### config.mk
export PLATFORM = sky130hd
export DESIGN_NAME = ibex_rf_leak_tx_flat
export DESIGN_NICKNAME = d
export VERILOG_FILES = /design/src/rtl/ibex_rf_leak_tx_pkg.sv /design/src/rtl/ibex_rf_leak_tx_if.sv /design/src/rtl/ibex_rf_leak_fifo.sv /design/src/rtl/ibex_rf_leak_tx.sv /design/src/flat_wrapper.sv
export SDC_FILE = /design/constraint.sdc
export NUM_CORES = 1
export LEC_CHECK = 0
export CAP_MARGIN = 20
export CORE_ASPECT_RATIO = 1.4
export CORE_MARGIN = 2
export CORE_UTILIZATION = 25
export DETAILED_ROUTE_END_ITERATION = 10
export DONT_BUFFER_PORTS = 1
export GPL_TIMING_DRIVEN = 0
export PLACE_DENSITY_LB_ADDON = 0.3
export SKIP_LAST_GASP = 1
export SYNTH_ARGS = -nofsm -noshare
export SYNTH_HDL_FRONTEND = slang
export SYNTH_SLANG_ARGS = --single-unit
export TNS_END_PERCENT = 50
### constraint.sdc
create_clock -name clk_i -period 15 [get_ports clk_i]
set_input_delay 2.25 -clock clk_i [delete_from_list [all_inputs] [get_ports clk_i]]
set_output_delay 2.25 -clock clk_i [all_outputs]
set_load 0.02 [all_outputs]
### src/rtl/ibex_rf_leak_tx_pkg.sv
// Shared types and helpers for the register-file Hamming-weight trace.
package ibex_rf_leak_pkg;

  localparam int unsigned RecWidth = 32;

  // One trace record as seen by the off-core receiver.
  typedef struct packed {
    logic [7:0] seq;
    logic [4:0] addr;
    logic [5:0] hw;
    logic [5:0] hd;
    logic [5:0] rsvd;
    logic       ovf;
  } rec_t;

  function automatic logic [5:0] popcount32(logic [31:0] v);
    logic [5:0] c;
    c = '0;
    for (int i = 0; i < 32; i++) begin
      c = c + {5'b0, v[i]};
    end
    return c;
  endfunction

endpackage

### src/rtl/ibex_rf_leak_tx_if.sv
// Record stream towards the trace receiver (valid/ready, no bypass).
interface ibex_rf_leak_tx_if;
  import ibex_rf_leak_pkg::*;

  logic                rec_valid;
  logic                rec_ready;
  logic [RecWidth-1:0] rec_data;

  modport master (output rec_valid, output rec_data, input rec_ready);
  modport slave  (input rec_valid, input rec_data, output rec_ready);
endinterface

### src/rtl/ibex_rf_leak_fifo.sv
// Synchronous record FIFO; head is presented combinationally, 0 when empty.
module ibex_rf_leak_fifo #(
  parameter int unsigned Width = 32,
  parameter int unsigned Depth = 8
) (
  input  logic             clk_i,
  input  logic             rst_ni,
  input  logic             push_i,
  input  logic [Width-1:0] wdata_i,
  input  logic             pop_i,
  output logic [Width-1:0] rdata_o,
  output logic             empty_o,
  output logic             full_o
);

  localparam int unsigned AddrW = $clog2(Depth);

  // Extra MSB on each pointer separates full (MSBs differ) from empty.
  logic [AddrW:0]              wr_q, wr_d, rd_q, rd_d;
  logic [Depth-1:0][Width-1:0] mem_q;
  logic                        push_ok, pop_ok;

  assign empty_o = (wr_q == rd_q);
  assign full_o  = (wr_q[AddrW] != rd_q[AddrW]) &&
                   (wr_q[AddrW-1:0] == rd_q[AddrW-1:0]);
  // A push into a full FIFO is fine when the head leaves in the same cycle.
  assign pop_ok  = pop_i & ~empty_o;
  assign push_ok = push_i & (~full_o | pop_ok);
  assign rdata_o = empty_o ? '0 : mem_q[rd_q[AddrW-1:0]];

  // Pointer advance.
  always_comb begin
    wr_d = wr_q;
    rd_d = rd_q;
    if (push_ok) wr_d = wr_q + 1'b1;
    if (pop_ok)  rd_d = rd_q + 1'b1;
  end

  // Pointer and storage registers.
  always_ff @(posedge clk_i or negedge rst_ni) begin
    if (!rst_ni) begin
      wr_q  <= '0;
      rd_q  <= '0;
      mem_q <= '0;
    end else begin
      wr_q <= wr_d;
      rd_q <= rd_d;
      if (push_ok) mem_q[wr_q[AddrW-1:0]] <= wdata_i;
    end
  end

endmodule

### src/rtl/ibex_rf_leak_tx.sv
// Taps the RF write port, builds HW/HD records and streams them out.
// Purely observational: when the FIFO is full, records are dropped, not stalled.
module ibex_rf_leak_tx
  import ibex_rf_leak_pkg::*;
#(
  parameter int unsigned DataWidth = 32,
  parameter int unsigned FifoDepth = 8,
  parameter logic [31:0] RegMask   = 32'hFFFF_FFFE
) (
  input  logic                 clk_i,
  input  logic                 rst_ni,
  input  logic                 en_i,
  input  logic                 we_a_i,
  input  logic [4:0]           waddr_a_i,
  input  logic [DataWidth-1:0] wdata_a_i,
  input  logic                 dummy_instr_wb_i,
  ibex_rf_leak_tx_if.master    rec,
  output logic [15:0]          drop_cnt_o,
  output logic                 fifo_empty_o,
  output logic                 fifo_full_o
);

  logic [DataWidth-1:0] prev_q, prev_d;
  logic [7:0]           seq_q, seq_d;
  logic                 ovf_pend_q, ovf_pend_d;
  logic [15:0]          drop_cnt_q, drop_cnt_d;

  logic qual, pop, accept, drop;
  rec_t rec_new;

  assign qual   = en_i & we_a_i & ~dummy_instr_wb_i & RegMask[waddr_a_i];
  assign pop    = rec.rec_valid & rec.rec_ready;
  assign accept = qual & (~fifo_full_o | pop);
  assign drop   = qual & fifo_full_o & ~pop;

  // Record assembly from the current write and the previous traced value.
  always_comb begin
    rec_new      = '0;
    rec_new.seq  = seq_q;
    rec_new.addr = waddr_a_i;
    rec_new.hw   = popcount32(32'(wdata_a_i));
    rec_new.hd   = popcount32(32'(wdata_a_i ^ prev_q));
    rec_new.ovf  = ovf_pend_q;
  end

  // Capture state: prev/seq advance on every qualifying write, dropped or not.
  always_comb begin
    prev_d     = prev_q;
    seq_d      = seq_q;
    ovf_pend_d = ovf_pend_q;
    drop_cnt_d = drop_cnt_q;
    if (qual) begin
      prev_d = wdata_a_i;
      seq_d  = seq_q + 8'd1;
    end
    if (accept) ovf_pend_d = 1'b0;
    if (drop) begin
      ovf_pend_d = 1'b1;
      if (drop_cnt_q != 16'hFFFF) drop_cnt_d = drop_cnt_q + 16'd1;
    end
  end

  // Capture state registers.
  always_ff @(posedge clk_i or negedge rst_ni) begin
    if (!rst_ni) begin
      prev_q     <= '0;
      seq_q      <= '0;
      ovf_pend_q <= 1'b0;
      drop_cnt_q <= '0;
    end else begin
      prev_q     <= prev_d;
      seq_q      <= seq_d;
      ovf_pend_q <= ovf_pend_d;
      drop_cnt_q <= drop_cnt_d;
    end
  end

  ibex_rf_leak_fifo #(
    .Width (RecWidth),
    .Depth (FifoDepth)
  ) u_fifo (
    .clk_i   (clk_i),
    .rst_ni  (rst_ni),
    .push_i  (accept),
    .wdata_i (rec_new),
    .pop_i   (pop),
    .rdata_o (rec.rec_data),
    .empty_o (fifo_empty_o),
    .full_o  (fifo_full_o)
  );

  assign rec.rec_valid = ~fifo_empty_o;
  assign drop_cnt_o    = drop_cnt_q;

endmodule
### src/flat_wrapper.sv
// flat-port wrapper written by rule: the top's interface ports become plain ports
module ibex_rf_leak_tx_flat import ibex_rf_leak_pkg::*;
#(
  parameter int unsigned DataWidth = 32,
  parameter int unsigned FifoDepth = 8,
  parameter logic [31:0] RegMask   = 32'hFFFF_FFFE
)
  (clk_i, rst_ni, en_i, we_a_i, waddr_a_i, wdata_a_i, dummy_instr_wb_i, drop_cnt_o, fifo_empty_o, fifo_full_o, rec_rec_valid, rec_rec_data, rec_rec_ready);
  ibex_rf_leak_tx_if rec_i ();
  input  logic clk_i;
  input  logic rst_ni;
  input  logic en_i;
  input  logic we_a_i;
  input  logic [4:0] waddr_a_i;
  input  logic [DataWidth-1:0] wdata_a_i;
  input  logic dummy_instr_wb_i;
  output logic [15:0] drop_cnt_o;
  output logic fifo_empty_o;
  output logic fifo_full_o;
  output wire logic [$bits(rec_i.rec_valid)-1:0] rec_rec_valid;
  output wire logic [$bits(rec_i.rec_data)-1:0] rec_rec_data;
  input wire logic [$bits(rec_i.rec_ready)-1:0] rec_rec_ready;
  assign rec_rec_valid = rec_i.rec_valid;
  assign rec_rec_data = rec_i.rec_data;
  assign rec_i.rec_ready = rec_rec_ready;
  ibex_rf_leak_tx #(.DataWidth(DataWidth), .FifoDepth(FifoDepth), .RegMask(RegMask)) u_core (.clk_i(clk_i), .rst_ni(rst_ni), .en_i(en_i), .we_a_i(we_a_i), .waddr_a_i(waddr_a_i), .wdata_a_i(wdata_a_i), .dummy_instr_wb_i(dummy_instr_wb_i), .rec(rec_i), .drop_cnt_o(drop_cnt_o), .fifo_empty_o(fifo_empty_o), .fifo_full_o(fifo_full_o));
endmodule
==> results of run 1 <==
==> kinds of logic after synthesis <==
group | after synthesis | share of synthesized area, %
and+or+nand+nor | 246 | 7.56
buffers and inverters | 145 | 4.55
AOI/OAI and AO/OA | 139 | 5.45
muxes | 197 | 20.0
DFF | 273 | 49.4
adders and majority gates | 68 | 8.76
xor gates and xnor gates | 67 | 4.24
other | 1 | 0.0271
==> worst min-delay path by stage <==
| stage | start | to | slack (ns) | cells past startpoint |
|---|---|---|---|---|
| 6_report | u_core.u_fifo.mem_q[146] | u_core.u_fifo.mem_q[146] | 0.48 | 2 |
| 5_1_grt | u_core.u_fifo.mem_q[178] | u_core.u_fifo.mem_q[178] | 0.50 | 2 |
| 4_1_cts | u_core.u_fifo.mem_q[108] | u_core.u_fifo.mem_q[108] | 0.48 | 2 |
| 3_5_place_dp | u_core.u_fifo.mem_q[108] | u_core.u_fifo.mem_q[108] | 0.47 | 2 |
| 3_3_place_gp | u_core.u_fifo.mem_q[141] | u_core.u_fifo.mem_q[141] | 0.46 | 2 |
| 2_1_floorplan | u_core.u_fifo.mem_q[199] | u_core.u_fifo.mem_q[199] | 0.44 | 2 |
==> cell usage after synthesis (all sizes together) (3+ instances only) <==
master / instances
and3: 5
dfrtp: 273
xor2: 27
clkbuf: 25
nand2: 169
a21oi: 5
nor2b: 4
nand4: 10
nor2: 36
o211ai: 3
ha: 20
nand3: 10
mux2: 117
mux2i: 28
xnor2: 40
inv: 69
o2111ai: 7
fa: 48
mux4: 52
buf: 51
o21ai: 118
==> metrics by stage <==
step | std cells | setup slack, ns | hold WS, ns | instance area [sq um] | utilization (%)
3_5_place_dp | 1870 | 7.16 | 0.467 | 14800 | 26.9
3_3_place_gp | 1869 | 7.17 | 0.456 | 14800 | 26.8
6_report | 1929 | 7.75 | 0.476 | 15900 | 29.0
2_1_floorplan | 1141 | 7.53 | 0.445 | 13900 | -
5_1_grt | 1929 | 7.46 | 0.500 | 15900 | 29.0
4_1_cts | 1928 | 7.73 | 0.480 | 15900 | 28.9
==> flip-flops by register name, indices dropped and copies added, names as in the netlist <==
register / count
u_core.u_fifo.mem_q: 208
u_core.prev_q: 32
u_core.drop_cnt_o: 16
u_core.seq_q: 8
u_core.u_fifo.rd_q: 4
u_core.u_fifo.wr_q: 4
u_core.ovf_pend_q: 1
==> per-layer routing <==
layer | track usage (%) | vias to the layer above
met1 | 15.1 | 4414
met3 | 3.11 | 52
met5 | 0 | -
met2 | 24.4 | 155
met4 | 4.02 | 0
li1 | - | 3944
==> critical path: cells and delay by family <==
kind / cells / cell delay (ns)
buffers and inverters: 1 / 0.05
adders and majority gates: 9 / 4.34
xor gates and xnor gates: 2 / 0.54
AOI/OAI and AO/OA: 3 / 0.45
==> layout make-up <==
type,count,area [sq um],share of cell area (%)
Sequential cell,273,6830,42.9
Inverter,69,259,1.63
Timing Repair Buffer,2,42.5,0.267
Clock buffer,48,973,6.11
Multi-Input combinational cell,723,6390,40.1
Tap cell,728,911,5.72
Clock inverter,10,154,0.966
Buffer,76,370,2.32
==> qor.txt, run 1 <==
Normalized max-slew margin -> 33.3%
Seq/Total Area, Yosys -> 49.4%
Data arrival time of the worst path -> 7.63 ns
Boundary pin count -> 94
Final Cycle Share -> 48.3%
Crit-path slowest cell -> fa_1
Initial DRC count -> 454
Synth warn -> 0
# Max-Cap Violations -> 0
Critical path type -> input port to register
Reg2Reg Depth -> 15
Dominant cells by area after synthesis -> dfrtp_1 (49%), mux2_2 (9.4%), mux4_2 (8.5%)
Met1 wire length -> 14700 microns
End of the critical path -> u_core.u_fifo.mem_q[235]
Routability cong. -> 0.749
Die span in x -> 203 microns
Reg-to-reg startpoint -> u_core.prev_q[0]
Hold WC Path Type -> register to register
Yosys cell types -> 44
Clock slew seen by the registers of the worst setup and hold paths -> 0.06 ns
Detail Placement HPWL -> 25500 microns
Final wirelength -> 36900 microns
Setup violations, final -> 0
Final setup TNS -> 0 ns
Post-Synthesis Cells -> 1136
Ys flop type -> dfrtp_1
TritonCTS clock tree -> done
TritonRoute pass-1 iters -> 4
CP Capture Type -> register
Number of enable flip-flop cells after synthesis -> 0
DR WL/cell -> 19.1 microns
Number of global-route vias before repair -> 9329
Crit-path cells -> xor2_1 > ha_1 > fa_1 > fa_1 > fa_1 > fa_1 > inv_1 > fa_1 > fa_1 > fa_1 > fa_1 > o21ai_0 > a21oi_1 > xor2_1 > o21ai_0
Global-route wire length before repair -> 57000 microns
RSZ-0062 raised after global routing -> no
Total gr overflow -> 0
Most frequent cells in the layout -> dfrtp_1 (273), nand2_1 (169), o21ai_0 (118), mux2_2 (115), inv_1 (68)
Asr flop ratio synth -> 100%
Met3 WL -> 1800 microns
Setup Buffers After CTS -> 0
CTS HTree Levels -> 2
CTS resizes -> 0
Commonest non-fill, non-tap cell in the layout -> dfrtp_1
Min Tclk post-route -> 7.25 ns
Initial Utilization -> 25.1%
CP max stage delay -> 0.55 ns
Post-Syn Area -> 0.0138 sq mm
Worst-margin pin slew -> 0.991 ns
Port Buffers -> 0
Initial antenna violation count -> 0
Cts bufs inserted -> 34
Worst reg2reg setup slack -> 9.03 ns
Mean area per synthesized cell -> 12.2 sq um
Cts hold-fix bufs -> 0
Met2 Wirelength -> 19500 microns
Most frequent CP cell -> fa_1
Final ANT Viol Nets -> 0
Root Buffer -> clkbuf_16
Via count -> 8565
CTS sink cnt -> 273
Achievable Freq -> 0.138 GHz
DRC -> 0
Synth Register Bits -> 273
Gr usage total -> 13.3%
Final #Nets -> 1290
Layout cell share with drive strength beyond 1 -> 22.3%
Largest net degree at the start of global routing -> 274
Die Area -> 0.0573 sq mm
Worst skew pair latency -> 0.55 ns
Startpoint types -> input port
Share of the synthesized area in the top cell type -> 49.4%
Max layer used -> met4
Filler cells -> 5663
R2R Path End -> u_core.u_fifo.mem_q[235]
Status -> finished, final reports clean
Final Hold Viols -> 0
Clk buf depth -> 3
Slew Limit Fails -> 0
Die Ht -> 282 microns
ANT cells -> 0
Data required time of the worst path -> 15.38 ns
Avg Vias per Cell -> 4.44
CORE AREA -> 0.0550 sq mm
CP startpoint -> wdata_a_i[0]
Cell taking the most area after synthesis -> dfrtp_1
# rows -> 102
Worst Path Max Fanout -> 8
Fin Clk Skew -> 0.0170 ns
Layout area overhead -> 15.2%
Power of run 1 is left out: the tool's default activity adds up to more than one toggle a clock period on the data nets, which glitch-free logic cannot reach.
==> run 2, diff against run 1 <==
==> constraint.sdc (replaced) <==
create_clock -name clk_i -period 6.3 [get_ports clk_i]
set_input_delay 0.945 -clock clk_i [delete_from_list [all_inputs] [get_ports clk_i]]
set_output_delay 0.945 -clock clk_i [all_outputs]
set_load 0.02 [all_outputs]
==> run 2 against run 1 <==
Clock skew about the same; critical path type is now register to register; largest cell class unchanged; worst setup slack lost 7.3 ns; count of clock-buffer cells in the layout unchanged; register-to-register slack got worse by 8.6 ns; cell count is the same; utilization about the same; via count about the same; sequential share of layout area barely moved.
==> qor.txt, run 2 (same netlist as run 1, synthesis figures left out) <==
Status -> finished, final reports clean
Initial antenna violation count -> 0 (unchanged)
Most frequent CP cell -> fa_1
Normalized max-slew margin -> 32.8% (-0.41 points)
Port Buffers -> 0 (unchanged)
Final ANT Viol Nets -> 0 (unchanged)
Reg2Reg Depth -> 13 (-2)
Cts bufs inserted -> 34 (unchanged)
Initial DRC count -> 456 (+0.44%)
Layout area overhead -> 15.2% (about the same)
Crit-path cells -> xor2_1 > ha_1 > fa_1 > fa_1 > fa_1 > fa_1 > inv_1 > fa_1 > fa_1 > fa_1 > fa_1 > xor2_1 > o21ai_0
Gr usage total -> 13.3% (unchanged)
Die Ht -> 282 microns (unchanged)
# rows -> 102 (unchanged)
Die Area -> 0.0573 sq mm (unchanged)
TritonCTS clock tree -> done
Setup Buffers After CTS -> 0 (unchanged)
CTS resizes -> 0 (unchanged)
Via count -> 8568 (+0.035%)
ANT cells -> 0 (unchanged)
Final Hold Viols -> 0 (unchanged)
RSZ-0062 raised after global routing -> no
Max FFs per register -> 208 (unchanged)
Final Cycle Share -> 93.5%
Crit-path slowest cell -> xor2_1
Clock slew seen by the registers of the worst setup and hold paths -> 0.06 ns (about the same)
Setup violations, final -> 0 (unchanged)
Slew Limit Fails -> 0 (unchanged)
R2R Path End -> u_core.u_fifo.mem_q[73]
Startpoint types -> register
Worst reg2reg setup slack -> 0.41 ns (-8.62 ns)
Min Tclk post-route -> 5.89 ns
Placed cell areas -> 0.0148 sq mm (unchanged)
Avg Vias per Cell -> 4.44 (about the same)
CP startpoint -> u_core.prev_q[0]
Detail Placement HPWL -> 25500 microns (unchanged)
Root Buffer -> clkbuf_16
Fin area -> 0.0159 sq mm (about the same)
Commonest non-fill, non-tap cell in the layout -> dfrtp_1
Number of global-route vias before repair -> 9329 (unchanged)
Routability cong. -> 0.749 (unchanged)
Final #Nets -> 1290 (unchanged)
TritonRoute pass-1 iters -> 4 (unchanged)
CTS sink cnt -> 273 (unchanged)
# Max-Cap Violations -> 0 (unchanged)
DRC -> 0 (unchanged)
Hold WC Path Type -> input port to asynchronous set/reset pin
Largest Register -> u_core.u_fifo.mem_q
Most frequent cells in the layout -> dfrtp_1 (273), nand2_1 (169), o21ai_0 (118), mux2_2 (115), inv_1 (68)
Fin Clk Skew -> 0.0170 ns (+0.00000960 ns)
CP max stage delay -> 0.57 ns (+0.02 ns)
Cts hold-fix bufs -> 0 (unchanged)
Achievable Freq -> 0.170 GHz
Initial Utilization -> 25.1% (unchanged)
Boundary pin count -> 94 (unchanged)
Clk buf depth -> 3 (unchanged)
CORE AREA -> 0.0550 sq mm (unchanged)
Largest net degree at the start of global routing -> 274 (unchanged)
WHS -> 0.130 ns (-0.346 ns)
Global-route wire length before repair -> 57000 microns (unchanged)
Worst-margin pin slew -> 1.01 ns (+0.0166 ns)
Critical path type -> register to register
CP Capture Type -> register
Reg-to-reg startpoint -> u_core.prev_q[0]
Worst skew pair latency -> 0.55 ns (about the same)
Layout cell share with drive strength beyond 1 -> 22.4% (+0.083 points)
Filler cells -> 5663 (unchanged)
Worst Path Max Fanout -> 8 (unchanged)
DR WL/cell -> 19.1 microns (about the same)
Total gr overflow -> 0 (unchanged)
Die span in x -> 203 microns (unchanged)
Data arrival time of the worst path -> 6.29 ns (-1.34 ns)
Final wirelength -> 36900 microns (about the same)
CTS HTree Levels -> 2 (unchanged)
Data required time of the worst path -> 6.69 ns (-8.69 ns)
run 2: cell types whose count changed in the layout (fill, tap and decap cells not counted):
cell	previous run	this run
xor2_1	27	26
xor2_2	0	1
run 2: metal layers:
| metal | vias up | share of wire (%) | routed length [microns] | track usage, % |
|---|---|---|---|---|
| met1 | 4424 | 40 | 14800 | 15.1 |
| li1 | 3945 | - | - | - |
| met5 | - | 0 | 0 | 0 |
| met3 | 52 | 4.7 | 1730 | 3.11 |
| met4 | 0 | 2.4 | 881 | 4.02 |
| met2 | 147 | 53 | 19500 | 24.4 |
run 2: worst max-delay path by stage:
stage                                          end  slack [ns]  depth (start not counted)
final                      u_core.u_fifo.mem_q[73]        0.41                         13
after global routing      u_core.u_fifo.mem_q[108]        0.03                         16
after CTS                 u_core.u_fifo.mem_q[235]        0.27                         15
after detailed placement  u_core.u_fifo.mem_q[235]       -0.24                         15
after global placement    u_core.u_fifo.mem_q[235]       -0.23                         15
after floorplan           u_core.u_fifo.mem_q[107]        0.14                         15
run 2: worst max-delay path, delay by kind of cell (launching register included):
kind                     cells  cell delay (ns)
XOR/XNOR                     2             0.74
AO/OA/AOI/OAI                1             0.21
flip-flops                   1             0.39
adder cells (fa/ha/maj)      9             4.34
buffers and inverters        1             0.05
run 2: layout make-up:
class | count | area, sq um | area share (%)
multi-input combinational | 723 | 6400 | 40.1
inverter | 69 | 259 | 1.62
sequential | 273 | 6830 | 42.9
buffer | 76 | 370 | 2.32
clock buffer | 48 | 973 | 6.11
timing repair buffer | 2 | 42.5 | 0.267
tap | 728 | 911 | 5.71
clock inverter | 10 | 154 | 0.966
run 2: per-stage QoR:
stage,setup slack [ns],TNS [ns],std cells,utilization [%]
after floorplan,0.138,0,1141,-
after global placement,-0.229,-2.64,1869,26.8
after detailed placement,-0.237,-3.58,1870,26.9
after CTS,0.266,0,1928,28.9
after global routing,0.0292,0,1929,29.0
final,0.407,0,1929,29.0
Power of run 2 is left out for the same reason.
